<file path="config.mk">
export PLATFORM = sky130hd
export DESIGN_NAME = clause_row8_flat
export DESIGN_NICKNAME = d
export VERILOG_FILES = /design/src/rtl/clause_row8_pkg.sv /design/src/rtl/clause_row8_if.sv /design/src/rtl/clause_row8_terminal.sv /design/src/rtl/clause_row8.sv /design/src/flat_wrapper.sv
export SDC_FILE = /design/constraint.sdc
export NUM_CORES = 1
export LEC_CHECK = 0
export CAP_MARGIN = 10
export CORE_AREA = 4 4 195 197
export CTS_CLUSTER_DIAMETER = 40
export DETAILED_ROUTE_END_ITERATION = 8
export DIE_AREA = 0 0 199 201
export GPL_TIMING_DRIVEN = 0
export PLACE_DENSITY_LB_ADDON = 0.15
export SLEW_MARGIN = 25
export SYNTH_ARGS = -nofsm -noshare
export SYNTH_HDL_FRONTEND = slang
export SYNTH_HIERARCHICAL = 1
export SYNTH_SLANG_ARGS = --single-unit
export TNS_END_PERCENT = 1
</file>
<file path="constraint.sdc">
create_clock -name clk -period 35 [get_ports clk]
set_input_delay 5.25 -clock clk [delete_from_list [all_inputs] [get_ports clk]]
set_output_delay 5.25 -clock clk [all_outputs]
set_load 0.02 [all_outputs]
</file>
<file path="src/rtl/clause_row8_pkg.sv">
// Shared codes, default widths and literal evaluation helper
// for one clause row of the SAT implication array.
package clause_row8_pkg;

    localparam int DEF_NUM_VARS    = 8;
    localparam int DEF_WIDTH_LVL   = 16;
    localparam int DEF_WIDTH_C_LEN = 4;

    typedef enum logic [1:0] {
        VAL_FREE  = 2'b00,
        VAL_FALSE = 2'b01,
        VAL_TRUE  = 2'b10,
        VAL_ILL   = 2'b11
    } val_e;

    typedef enum logic [1:0] {
        LIT_ABS = 2'b00,
        LIT_NEG = 2'b01,
        LIT_POS = 2'b10,
        LIT_ILL = 2'b11
    } lit_e;

    typedef struct packed {
        logic is_true;
        logic is_false;
        logic is_free;
    } lit_eval_t;

    // Illegal codes (11) fall out as absent literal / free value.
    function automatic lit_eval_t eval_lit(
        input logic [1:0] lit,
        input logic [1:0] val
    );
        lit_eval_t r;
        logic      pos;
        logic      neg;
        logic      vt;
        logic      vf;
        pos        = (lit == LIT_POS);
        neg        = (lit == LIT_NEG);
        vt         = (val == VAL_TRUE);
        vf         = (val == VAL_FALSE);
        r.is_true  = (pos && vt) || (neg && vf);
        r.is_false = (pos && vf) || (neg && vt);
        r.is_free  = (pos || neg) && !vt && !vf;
        return r;
    endfunction

endpackage

</file>
<file path="src/rtl/clause_row8_if.sv">
// Load/read bus of a clause row: strobes, literal codes
// and clause length.
interface clause_row8_if
    import clause_row8_pkg::*;
#(
    parameter int NUM_VARS    = DEF_NUM_VARS,
    parameter int WIDTH_C_LEN = DEF_WIDTH_C_LEN
);

    logic                   wr_i;
    logic                   rd_i;
    logic [NUM_VARS*2-1:0]  clause_i;
    logic [NUM_VARS*2-1:0]  clause_o;
    logic [WIDTH_C_LEN-1:0] clause_len_i;
    logic [WIDTH_C_LEN-1:0] clause_len_o;

    modport master (
        output wr_i,
        output rd_i,
        output clause_i,
        output clause_len_i,
        input  clause_o,
        input  clause_len_o
    );

    modport slave (
        input  wr_i,
        input  rd_i,
        input  clause_i,
        input  clause_len_i,
        output clause_o,
        output clause_len_o
    );

endinterface

</file>
<file path="src/rtl/clause_row8_terminal.sv">
// Clause decision logic: satisfaction, free-literal count,
// unit implication, conflict detection and max false level.
module clause_terminal
    import clause_row8_pkg::*;
#(
    parameter int NUM_VARS  = DEF_NUM_VARS,
    parameter int WIDTH_LVL = DEF_WIDTH_LVL
) (
    input  logic [NUM_VARS-1:0]           lit_true_i,
    input  logic [NUM_VARS-1:0]           lit_false_i,
    input  logic [NUM_VARS-1:0]           lit_free_i,
    input  logic [NUM_VARS*WIDTH_LVL-1:0] var_lvl_i,
    input  logic                          apply_imply_i,
    input  logic                          apply_analyze_i,
    output logic                          csat_o,
    output logic [1:0]                    freelitcnt_o,
    output logic                          imp_drv_o,
    output logic                          imp_fire_o,
    output logic                          all_lit_false_o,
    output logic                          conflict_c_drv_o,
    output logic [WIDTH_LVL-1:0]          cmax_lvl_o
);

    logic                 nonempty;
    logic [1:0]           cnt;
    logic [WIDTH_LVL-1:0] lvl_max;

    assign csat_o   = |lit_true_i;
    assign nonempty = |(lit_true_i | lit_false_i | lit_free_i);

    // Count stops at 2: only "none", "one" and "many" matter.
    always_comb begin
        cnt = 2'd0;
        for (int i = 0; i < NUM_VARS; i++) begin
            if (lit_free_i[i] && (cnt != 2'd2)) begin
                cnt = cnt + 2'd1;
            end
        end
    end

    always_comb begin
        lvl_max = '0;
        for (int i = 0; i < NUM_VARS; i++) begin
            if (lit_false_i[i] &&
                (var_lvl_i[i*WIDTH_LVL +: WIDTH_LVL] > lvl_max)) begin
                lvl_max = var_lvl_i[i*WIDTH_LVL +: WIDTH_LVL];
            end
        end
    end

    assign freelitcnt_o     = cnt;
    assign cmax_lvl_o       = lvl_max;
    assign imp_drv_o        = !csat_o && (cnt == 2'd1);
    assign imp_fire_o       = apply_imply_i && imp_drv_o;
    assign all_lit_false_o  = nonempty && !csat_o && (cnt == 2'd0);
    assign conflict_c_drv_o = all_lit_false_o && apply_analyze_i;

endmodule

</file>
<file path="src/rtl/clause_row8.sv">
// One clause row: literal store, per-slot evaluation, implication
// drive onto the down chain, conflict participation and reason state.
module clause_row8
    import clause_row8_pkg::*;
#(
    parameter int NUM_VARS    = DEF_NUM_VARS,
    parameter int WIDTH_LVL   = DEF_WIDTH_LVL,
    parameter int WIDTH_C_LEN = DEF_WIDTH_C_LEN
) (
    input  logic                          clk,
    input  logic                          rst,
    input  logic [NUM_VARS*3-1:0]         var_value_i,
    input  logic [NUM_VARS*3-1:0]         var_value_down_i,
    output logic [NUM_VARS*3-1:0]         var_value_down_o,
    input  logic [NUM_VARS*WIDTH_LVL-1:0] var_lvl_i,
    input  logic [NUM_VARS*WIDTH_LVL-1:0] var_lvl_down_i,
    output logic [NUM_VARS*WIDTH_LVL-1:0] var_lvl_down_o,
    output logic [NUM_VARS-1:0]           participate_o,
    input  logic                          apply_imply_i,
    input  logic                          apply_analyze_i,
    input  logic                          apply_bkt_i,
    output logic                          all_c_sat_o,
    clause_row8_if.slave                  bus
);

    logic [NUM_VARS*2-1:0]  lits_q,     lits_d;
    logic [WIDTH_C_LEN-1:0] len_q,      len_d;
    logic                   reason_q,   reason_d;
    logic                   nclr_q,     nclr_d;

    logic [NUM_VARS-1:0]    lit_true;
    logic [NUM_VARS-1:0]    lit_false;
    logic [NUM_VARS-1:0]    lit_free;
    logic [NUM_VARS-1:0]    lit_pos;
    logic [NUM_VARS-1:0]    present;
    logic [NUM_VARS-1:0]    unused_imp;

    logic                   csat;
    logic [1:0]             freelitcnt;
    logic                   imp_drv;
    logic                   imp_fire;
    logic                   all_lit_false;
    logic                   conflict_c_drv;
    logic [WIDTH_LVL-1:0]   cmax_lvl;

    always_comb begin
        lit_true   = '0;
        lit_false  = '0;
        lit_free   = '0;
        lit_pos    = '0;
        present    = '0;
        unused_imp = '0;
        for (int i = 0; i < NUM_VARS; i++) begin
            lit_eval_t e;
            e = eval_lit(lits_q[2*i +: 2], var_value_i[3*i +: 2]);
            lit_true[i]   = e.is_true;
            lit_false[i]  = e.is_false;
            lit_free[i]   = e.is_free;
            lit_pos[i]    = (lits_q[2*i +: 2] == LIT_POS);
            present[i]    = (lits_q[2*i +: 2] == LIT_POS) ||
                            (lits_q[2*i +: 2] == LIT_NEG);
            unused_imp[i] = var_value_i[3*i+2];
        end
    end

    clause_terminal #(
        .NUM_VARS  (NUM_VARS),
        .WIDTH_LVL (WIDTH_LVL)
    ) u_term (
        .lit_true_i       (lit_true),
        .lit_false_i      (lit_false),
        .lit_free_i       (lit_free),
        .var_lvl_i        (var_lvl_i),
        .apply_imply_i    (apply_imply_i),
        .apply_analyze_i  (apply_analyze_i),
        .csat_o           (csat),
        .freelitcnt_o     (freelitcnt),
        .imp_drv_o        (imp_drv),
        .imp_fire_o       (imp_fire),
        .all_lit_false_o  (all_lit_false),
        .conflict_c_drv_o (conflict_c_drv),
        .cmax_lvl_o       (cmax_lvl)
    );

    // The single free slot is overridden; all others pass through.
    always_comb begin
        var_value_down_o = var_value_down_i;
        var_lvl_down_o   = var_lvl_down_i;
        for (int i = 0; i < NUM_VARS; i++) begin
            if (imp_fire && lit_free[i]) begin
                var_value_down_o[3*i +: 3] =
                    {1'b1, lit_pos[i] ? VAL_TRUE : VAL_FALSE};
                var_lvl_down_o[i*WIDTH_LVL +: WIDTH_LVL] = cmax_lvl;
            end
        end
    end

    assign participate_o    = {NUM_VARS{conflict_c_drv}} & present;
    assign all_c_sat_o      = csat || (lits_q == '0);
    assign bus.clause_o     = bus.rd_i ? lits_q : '0;
    assign bus.clause_len_o = reason_q ? '0 : len_q;

    always_comb begin
        lits_d = lits_q;
        len_d  = len_q;
        if (bus.wr_i) begin
            lits_d = bus.clause_i;
            len_d  = bus.clause_len_i;
        end
    end

    always_comb begin
        reason_d = reason_q;
        if (imp_fire) begin
            reason_d = 1'b1;
        end else if (apply_bkt_i && nclr_q) begin
            reason_d = 1'b0;
        end
    end

    always_comb begin
        nclr_d = nclr_q;
        if (reason_q && conflict_c_drv) begin
            nclr_d = 1'b1;
        end else if (!reason_q) begin
            nclr_d = 1'b0;
        end
    end

    always_ff @(posedge clk or negedge rst) begin
        if (!rst) begin
            lits_q   <= '0;
            len_q    <= '0;
            reason_q <= 1'b0;
            nclr_q   <= 1'b0;
        end else begin
            lits_q   <= lits_d;
            len_q    <= len_d;
            reason_q <= reason_d;
            nclr_q   <= nclr_d;
        end
    end

    logic unused_sig;
    assign unused_sig = ^{unused_imp, freelitcnt, all_lit_false, imp_drv};

endmodule

</file>
<file path="src/flat_wrapper.sv">
// flat-port wrapper written by rule: the top's interface ports become plain ports
module clause_row8_flat import clause_row8_pkg::*;
#(
    parameter int NUM_VARS    = DEF_NUM_VARS,
    parameter int WIDTH_LVL   = DEF_WIDTH_LVL,
    parameter int WIDTH_C_LEN = DEF_WIDTH_C_LEN
)
  (clk, rst, var_value_i, var_value_down_i, var_value_down_o, var_lvl_i, var_lvl_down_i, var_lvl_down_o, participate_o, apply_imply_i, apply_analyze_i, apply_bkt_i, all_c_sat_o, bus_wr_i, bus_rd_i, bus_clause_i, bus_clause_len_i, bus_clause_o, bus_clause_len_o);
  clause_row8_if #(.NUM_VARS(NUM_VARS), .WIDTH_C_LEN(WIDTH_C_LEN)) bus_i ();
  input  logic clk;
  input  logic rst;
  input  logic [NUM_VARS*3-1:0] var_value_i;
  input  logic [NUM_VARS*3-1:0] var_value_down_i;
  output logic [NUM_VARS*3-1:0] var_value_down_o;
  input  logic [NUM_VARS*WIDTH_LVL-1:0] var_lvl_i;
  input  logic [NUM_VARS*WIDTH_LVL-1:0] var_lvl_down_i;
  output logic [NUM_VARS*WIDTH_LVL-1:0] var_lvl_down_o;
  output logic [NUM_VARS-1:0] participate_o;
  input  logic apply_imply_i;
  input  logic apply_analyze_i;
  input  logic apply_bkt_i;
  output logic all_c_sat_o;
  input wire logic [$bits(bus_i.wr_i)-1:0] bus_wr_i;
  input wire logic [$bits(bus_i.rd_i)-1:0] bus_rd_i;
  input wire logic [$bits(bus_i.clause_i)-1:0] bus_clause_i;
  input wire logic [$bits(bus_i.clause_len_i)-1:0] bus_clause_len_i;
  output wire logic [$bits(bus_i.clause_o)-1:0] bus_clause_o;
  output wire logic [$bits(bus_i.clause_len_o)-1:0] bus_clause_len_o;
  assign bus_i.wr_i = bus_wr_i;
  assign bus_i.rd_i = bus_rd_i;
  assign bus_i.clause_i = bus_clause_i;
  assign bus_i.clause_len_i = bus_clause_len_i;
  assign bus_clause_o = bus_i.clause_o;
  assign bus_clause_len_o = bus_i.clause_len_o;
  clause_row8 #(.NUM_VARS(NUM_VARS), .WIDTH_LVL(WIDTH_LVL), .WIDTH_C_LEN(WIDTH_C_LEN)) u_core (.clk(clk), .rst(rst), .var_value_i(var_value_i), .var_value_down_i(var_value_down_i), .var_value_down_o(var_value_down_o), .var_lvl_i(var_lvl_i), .var_lvl_down_i(var_lvl_down_i), .var_lvl_down_o(var_lvl_down_o), .participate_o(participate_o), .apply_imply_i(apply_imply_i), .apply_analyze_i(apply_analyze_i), .apply_bkt_i(apply_bkt_i), .all_c_sat_o(all_c_sat_o), .bus(bus_i));
endmodule
</file>
==> impl_results.html <==
<table>
<tr><th>Metric</th><th>Value</th></tr>
<tr><th colspan="2">Critical path</th></tr>
<tr><td>CP Launch Type</td><td>input port</td></tr>
<tr><td>Slowest stage delay, CP</td><td>680 ps</td></tr>
<tr><td>Crit path launch</td><td>var_value_i[0]</td></tr>
<tr><td>Worst setup path class</td><td>in2out</td></tr>
<tr><td>Slowest stage cell on the critical path</td><td>sky130_fd_sc_hd__a21oi_1</td></tr>
<tr><td>Data required time of the worst path</td><td>29,750 ps</td></tr>
<tr><td>Reg-to-reg setup timing slack</td><td>29,750 ps</td></tr>
<tr><td>CP Max Fanout</td><td>10</td></tr>
<tr><td>Worst EP arrival</td><td>27,600 ps</td></tr>
<tr><td>Depth of the worst register-to-register path</td><td>27</td></tr>
<tr><td>End of the worst register-to-register path</td><td>u_core/nclr_q</td></tr>
<tr><td>Setup crit end kind</td><td>output port</td></tr>
<tr><td>Worst R2R Start</td><td>u_core/lits_q[0]</td></tr>
<tr><th colspan="2">Drt</th></tr>
<tr><td>Vias after detailed routing</td><td>10,112</td></tr>
<tr><td>1st-iter DRT viols</td><td>428</td></tr>
<tr><td>Total length of routed wires</td><td>45,700 µm</td></tr>
<tr><td>Residual DRC count</td><td>0</td></tr>
<tr><td>Wire length per cell after detailed routing</td><td>22.3 µm</td></tr>
<tr><td>DRT antenna net count</td><td>0</td></tr>
<tr><td>Via-to-Cell Ratio</td><td>4.93</td></tr>
<tr><td>Detailed-routing iteration count for the pre-antenna-repair pass</td><td>5</td></tr>
<tr><th colspan="2">Clocking</th></tr>
<tr><td>Number of buffers on the longest clock path</td><td>2</td></tr>
<tr><td>Number of clock buffers inserted by TritonCTS</td><td>3</td></tr>
<tr><td>Number of setup buffers added after CTS</td><td>0</td></tr>
<tr><td>Cts repair resizes</td><td>0</td></tr>
<tr><td>Clock-pin transition on the worst setup and hold timing paths</td><td>60 ps</td></tr>
<tr><td>Master cell of the clock root buffer</td><td>sky130_fd_sc_hd__clkbuf_16</td></tr>
<tr><td>CTS tree</td><td>yes</td></tr>
<tr><td>Cts hold-fix bufs</td><td>0</td></tr>
<tr><td>Level count of the clock H-tree</td><td>1</td></tr>
<tr><td>Clock Sinks</td><td>22</td></tr>
<tr><td>Clk Latency, worst-skew pair</td><td>260 ps</td></tr>
<tr><th colspan="2">Place</th></tr>
<tr><td>Pre-CTS setup slack</td><td>2250 ps</td></tr>
<tr><td>Count of input and output buffers</td><td>501</td></tr>
<tr><td>Final RePlAce weighted congestion</td><td>0.883</td></tr>
<tr><td>Detail Placement HPWL</td><td>40,300 µm</td></tr>
<tr><th colspan="2">Synthesis</th></tr>
<tr><td>YS warnings</td><td>6</td></tr>
<tr><td>Count of mapped cells out of synthesis</td><td>1,069</td></tr>
<tr><td>Post-Synthesis Mean Instance Area</td><td>8.37 µm²</td></tr>
<tr><td>Total nets after synthesis</td><td>1,534</td></tr>
<tr><td>Netlist Area Pre-Place</td><td>8950 µm²</td></tr>
<tr><th colspan="2">STA</th></tr>
<tr><td>Period minus WS final</td><td>32,850 ps</td></tr>
<tr><td>Setup slack after layout</td><td>2150 ps</td></tr>
<tr><td>Slew headroom</td><td>25.2%</td></tr>
<tr><td>Setup repair after global routing missed its margin</td><td>no</td></tr>
<tr><td>Count of endpoints failing hold in the final timing report</td><td>0</td></tr>
<tr><td>Max Clock Freq</td><td>30.4 MHz</td></tr>
<tr><td>Slew @ Worst Pin</td><td>1120 ps</td></tr>
<tr><td>Final setup violation count</td><td>0</td></tr>
<tr><td>Final Max Slew Viols</td><td>0</td></tr>
<tr><td>Max Clock Skew</td><td>4.12 ps</td></tr>
<tr><td>TNS Setup</td><td>0 ps</td></tr>
<tr><td>Final cycle utilization of the critical path</td><td>93.9%</td></tr>
<tr><th colspan="2">Hold path</th></tr>
<tr><td>Worst Hold Endpoint</td><td>u_core/nclr_q</td></tr>
<tr><td>Type of the worst min-delay path</td><td>reg2reg</td></tr>
<tr><td>Hold path cells</td><td>1</td></tr>
<tr><td>Launch point of the worst hold path</td><td>u_core/nclr_q</td></tr>
<tr><th colspan="2">Global routing</th></tr>
<tr><td>Global-route wire length before repair</td><td>65,400 µm</td></tr>
<tr><td>Vias in the first global route</td><td>10,431</td></tr>
<tr><td>Global-route usage over all layers</td><td>21.4%</td></tr>
<tr><td>Overflow after GRT</td><td>0</td></tr>
<tr><td>Antenna violations before repair</td><td>9</td></tr>
<tr><td>Pin count of the biggest net entering global routing</td><td>23</td></tr>
<tr><th colspan="2">Floorplanning</th></tr>
<tr><td>Vertical die dimension</td><td>201 µm</td></tr>
<tr><td>Die Outline Area</td><td>40,000 µm²</td></tr>
<tr><td>Rows</td><td>70</td></tr>
<tr><td>Horizontal die dimension</td><td>199 µm</td></tr>
<tr><td>Initial cell density of the core</td><td>24.7%</td></tr>
<tr><td>Core Area</td><td>36,300 µm²</td></tr>
<tr><td>Top-level I/O count</td><td>512</td></tr>
<tr><th colspan="2">Power</th></tr>
<tr><td>Leakage component of the power</td><td>0.00624 µW</td></tr>
<tr><td>Pwr/cell area</td><td>27.4 nW/µm²</td></tr>
<tr><td>VDD IR-drop max</td><td>0.0000227 V</td></tr>
<tr><td>Overall power of the completed layout</td><td>404 µW</td></tr>
<tr><th colspan="2">Run</th></tr>
<tr><td>Number of max-cap violations</td><td>0</td></tr>
<tr><th colspan="2">Finish</th></tr>
<tr><td>Share of the core filled with cells</td><td>40.7%</td></tr>
<tr><td>Total number of nets in the final design</td><td>2,045</td></tr>
<tr><td>Number of filler cells placed in the layout</td><td>3,736</td></tr>
<tr><td>Fraction of layout instances using a drive strength above 1</td><td>17.2%</td></tr>
<tr><td>Area overhead of the layout relative to synthesis</td><td>64.8%</td></tr>
<tr><th colspan="2">Run status</th></tr>
<tr><td>Run status</td><td>completed</td></tr>
</table>
metrics by stage:
stage / std cells / area, µm² / hold WS (ps)
after CTS: 2045 / 14700 / 496
after floorplan: 1069 / 8950 / 451
final: 2050 / 14700 / 498
after detailed placement: 2041 / 14600 / 481
after global placement: 2038 / 14600 / 462
after global routing: 2049 / 14700 / 513
routing by layer:
metal / up-vias / global-route usage, % / share of wire [%]
li1: 4907 / - / -
met1: 4838 / 26.4 / 41
met2: 323 / 38.5 / 50
met3: 38 / 4.43 / 7.0
met4: 6 / 3.91 / 2.0
met5: - / 0 / 0.083
critical path: cells and delay by family:
| family | cells | cell delay [ps] |
|---|---|---|
| buffers and inverters | 19 | 4630 |
| and+or+nand+nor | 28 | 3390 |
| AOI/OAI and AO/OA | 51 | 10720 |
| adders and majority gates | 7 | 1990 |
| muxes | 5 | 1550 |
flip-flops by register name, summed over array words and instances, names as in the netlist:
signal	cells
u_core/len_q	4
u_core/reason_q	1
u_core/lits_q	16
u_core/nclr_q	1
worst max-delay path by stage:
stage / depth (start not counted) / endpoint / slack [ps]
6_report: 110 / var_lvl_down_o[97] / 2150
3_5_place_dp: 109 / var_lvl_down_o[123] / 2250
3_3_place_gp: 109 / var_lvl_down_o[109] / 2310
5_1_grt: 112 / var_lvl_down_o[1] / 230
2_1_floorplan: 108 / var_lvl_down_o[10] / 7330
4_1_cts: 109 / var_lvl_down_o[123] / 2200
where the power goes:
part,internal [µW],switching (µW),leakage (µW)
clock,22.7,9.91,0.0000511
combinational,164,175,0.00592
sequential,28.7,3.32,0.000266
cells in the final DEF (no fill, tap or decap), types with 4 or more instances in the layout:
master / count
sky130_fd_sc_hd__buf_12: 8
sky130_fd_sc_hd__dfrtp_1: 22
sky130_fd_sc_hd__or2_2: 9
sky130_fd_sc_hd__and2_2: 8
sky130_fd_sc_hd__mux2_2: 105
sky130_fd_sc_hd__nand2_1: 84
sky130_fd_sc_hd__mux2_4: 64
sky130_fd_sc_hd__ha_1: 134
sky130_fd_sc_hd__a22o_1: 16
sky130_fd_sc_hd__xnor2_1: 15
sky130_fd_sc_hd__buf_4: 4
sky130_fd_sc_hd__nand2b_1: 13
sky130_fd_sc_hd__o221ai_1: 9
sky130_fd_sc_hd__o221ai_2: 8
sky130_fd_sc_hd__buf_6: 14
sky130_fd_sc_hd__and2_1: 31
sky130_fd_sc_hd__nor4_1: 11
sky130_fd_sc_hd__and3_1: 11
sky130_fd_sc_hd__a21oi_1: 66
sky130_fd_sc_hd__buf_1: 4
sky130_fd_sc_hd__nor2b_1: 16
sky130_fd_sc_hd__a21o_1: 30
sky130_fd_sc_hd__o211ai_1: 5
sky130_fd_sc_hd__buf_2: 7
sky130_fd_sc_hd__clkbuf_1: 11
sky130_fd_sc_hd__a31o_2: 5
sky130_fd_sc_hd__nand4_1: 36
sky130_fd_sc_hd__o21a_1: 5
sky130_fd_sc_hd__and4_1: 4
sky130_fd_sc_hd__nor2_1: 48
sky130_fd_sc_hd__inv_1: 115
sky130_fd_sc_hd__mux2i_1: 28
sky130_fd_sc_hd__and2b_2: 16
sky130_fd_sc_hd__nand3_1: 12
sky130_fd_sc_hd__o21ai_0: 49
sky130_fd_sc_hd__clkdlybuf4s50_1: 500
cell type report:
cell class / count / area (µm²) / share of cell area [%]
Antenna cell: 3 / 7.51 / 0.0509
Clock buffer: 3 / 75.1 / 0.509
Tap cell: 468 / 586 / 3.97
Sequential cell: 22 / 551 / 3.73
Clock inverter: 1 / 30.0 / 0.204
Multi-Input combinational cell: 888 / 7600 / 51.5
Buffer: 44 / 417 / 2.82
Inverter: 115 / 432 / 2.93
Timing Repair Buffer: 506 / 5050 / 34.2
(Power assumes the default switching activity.)
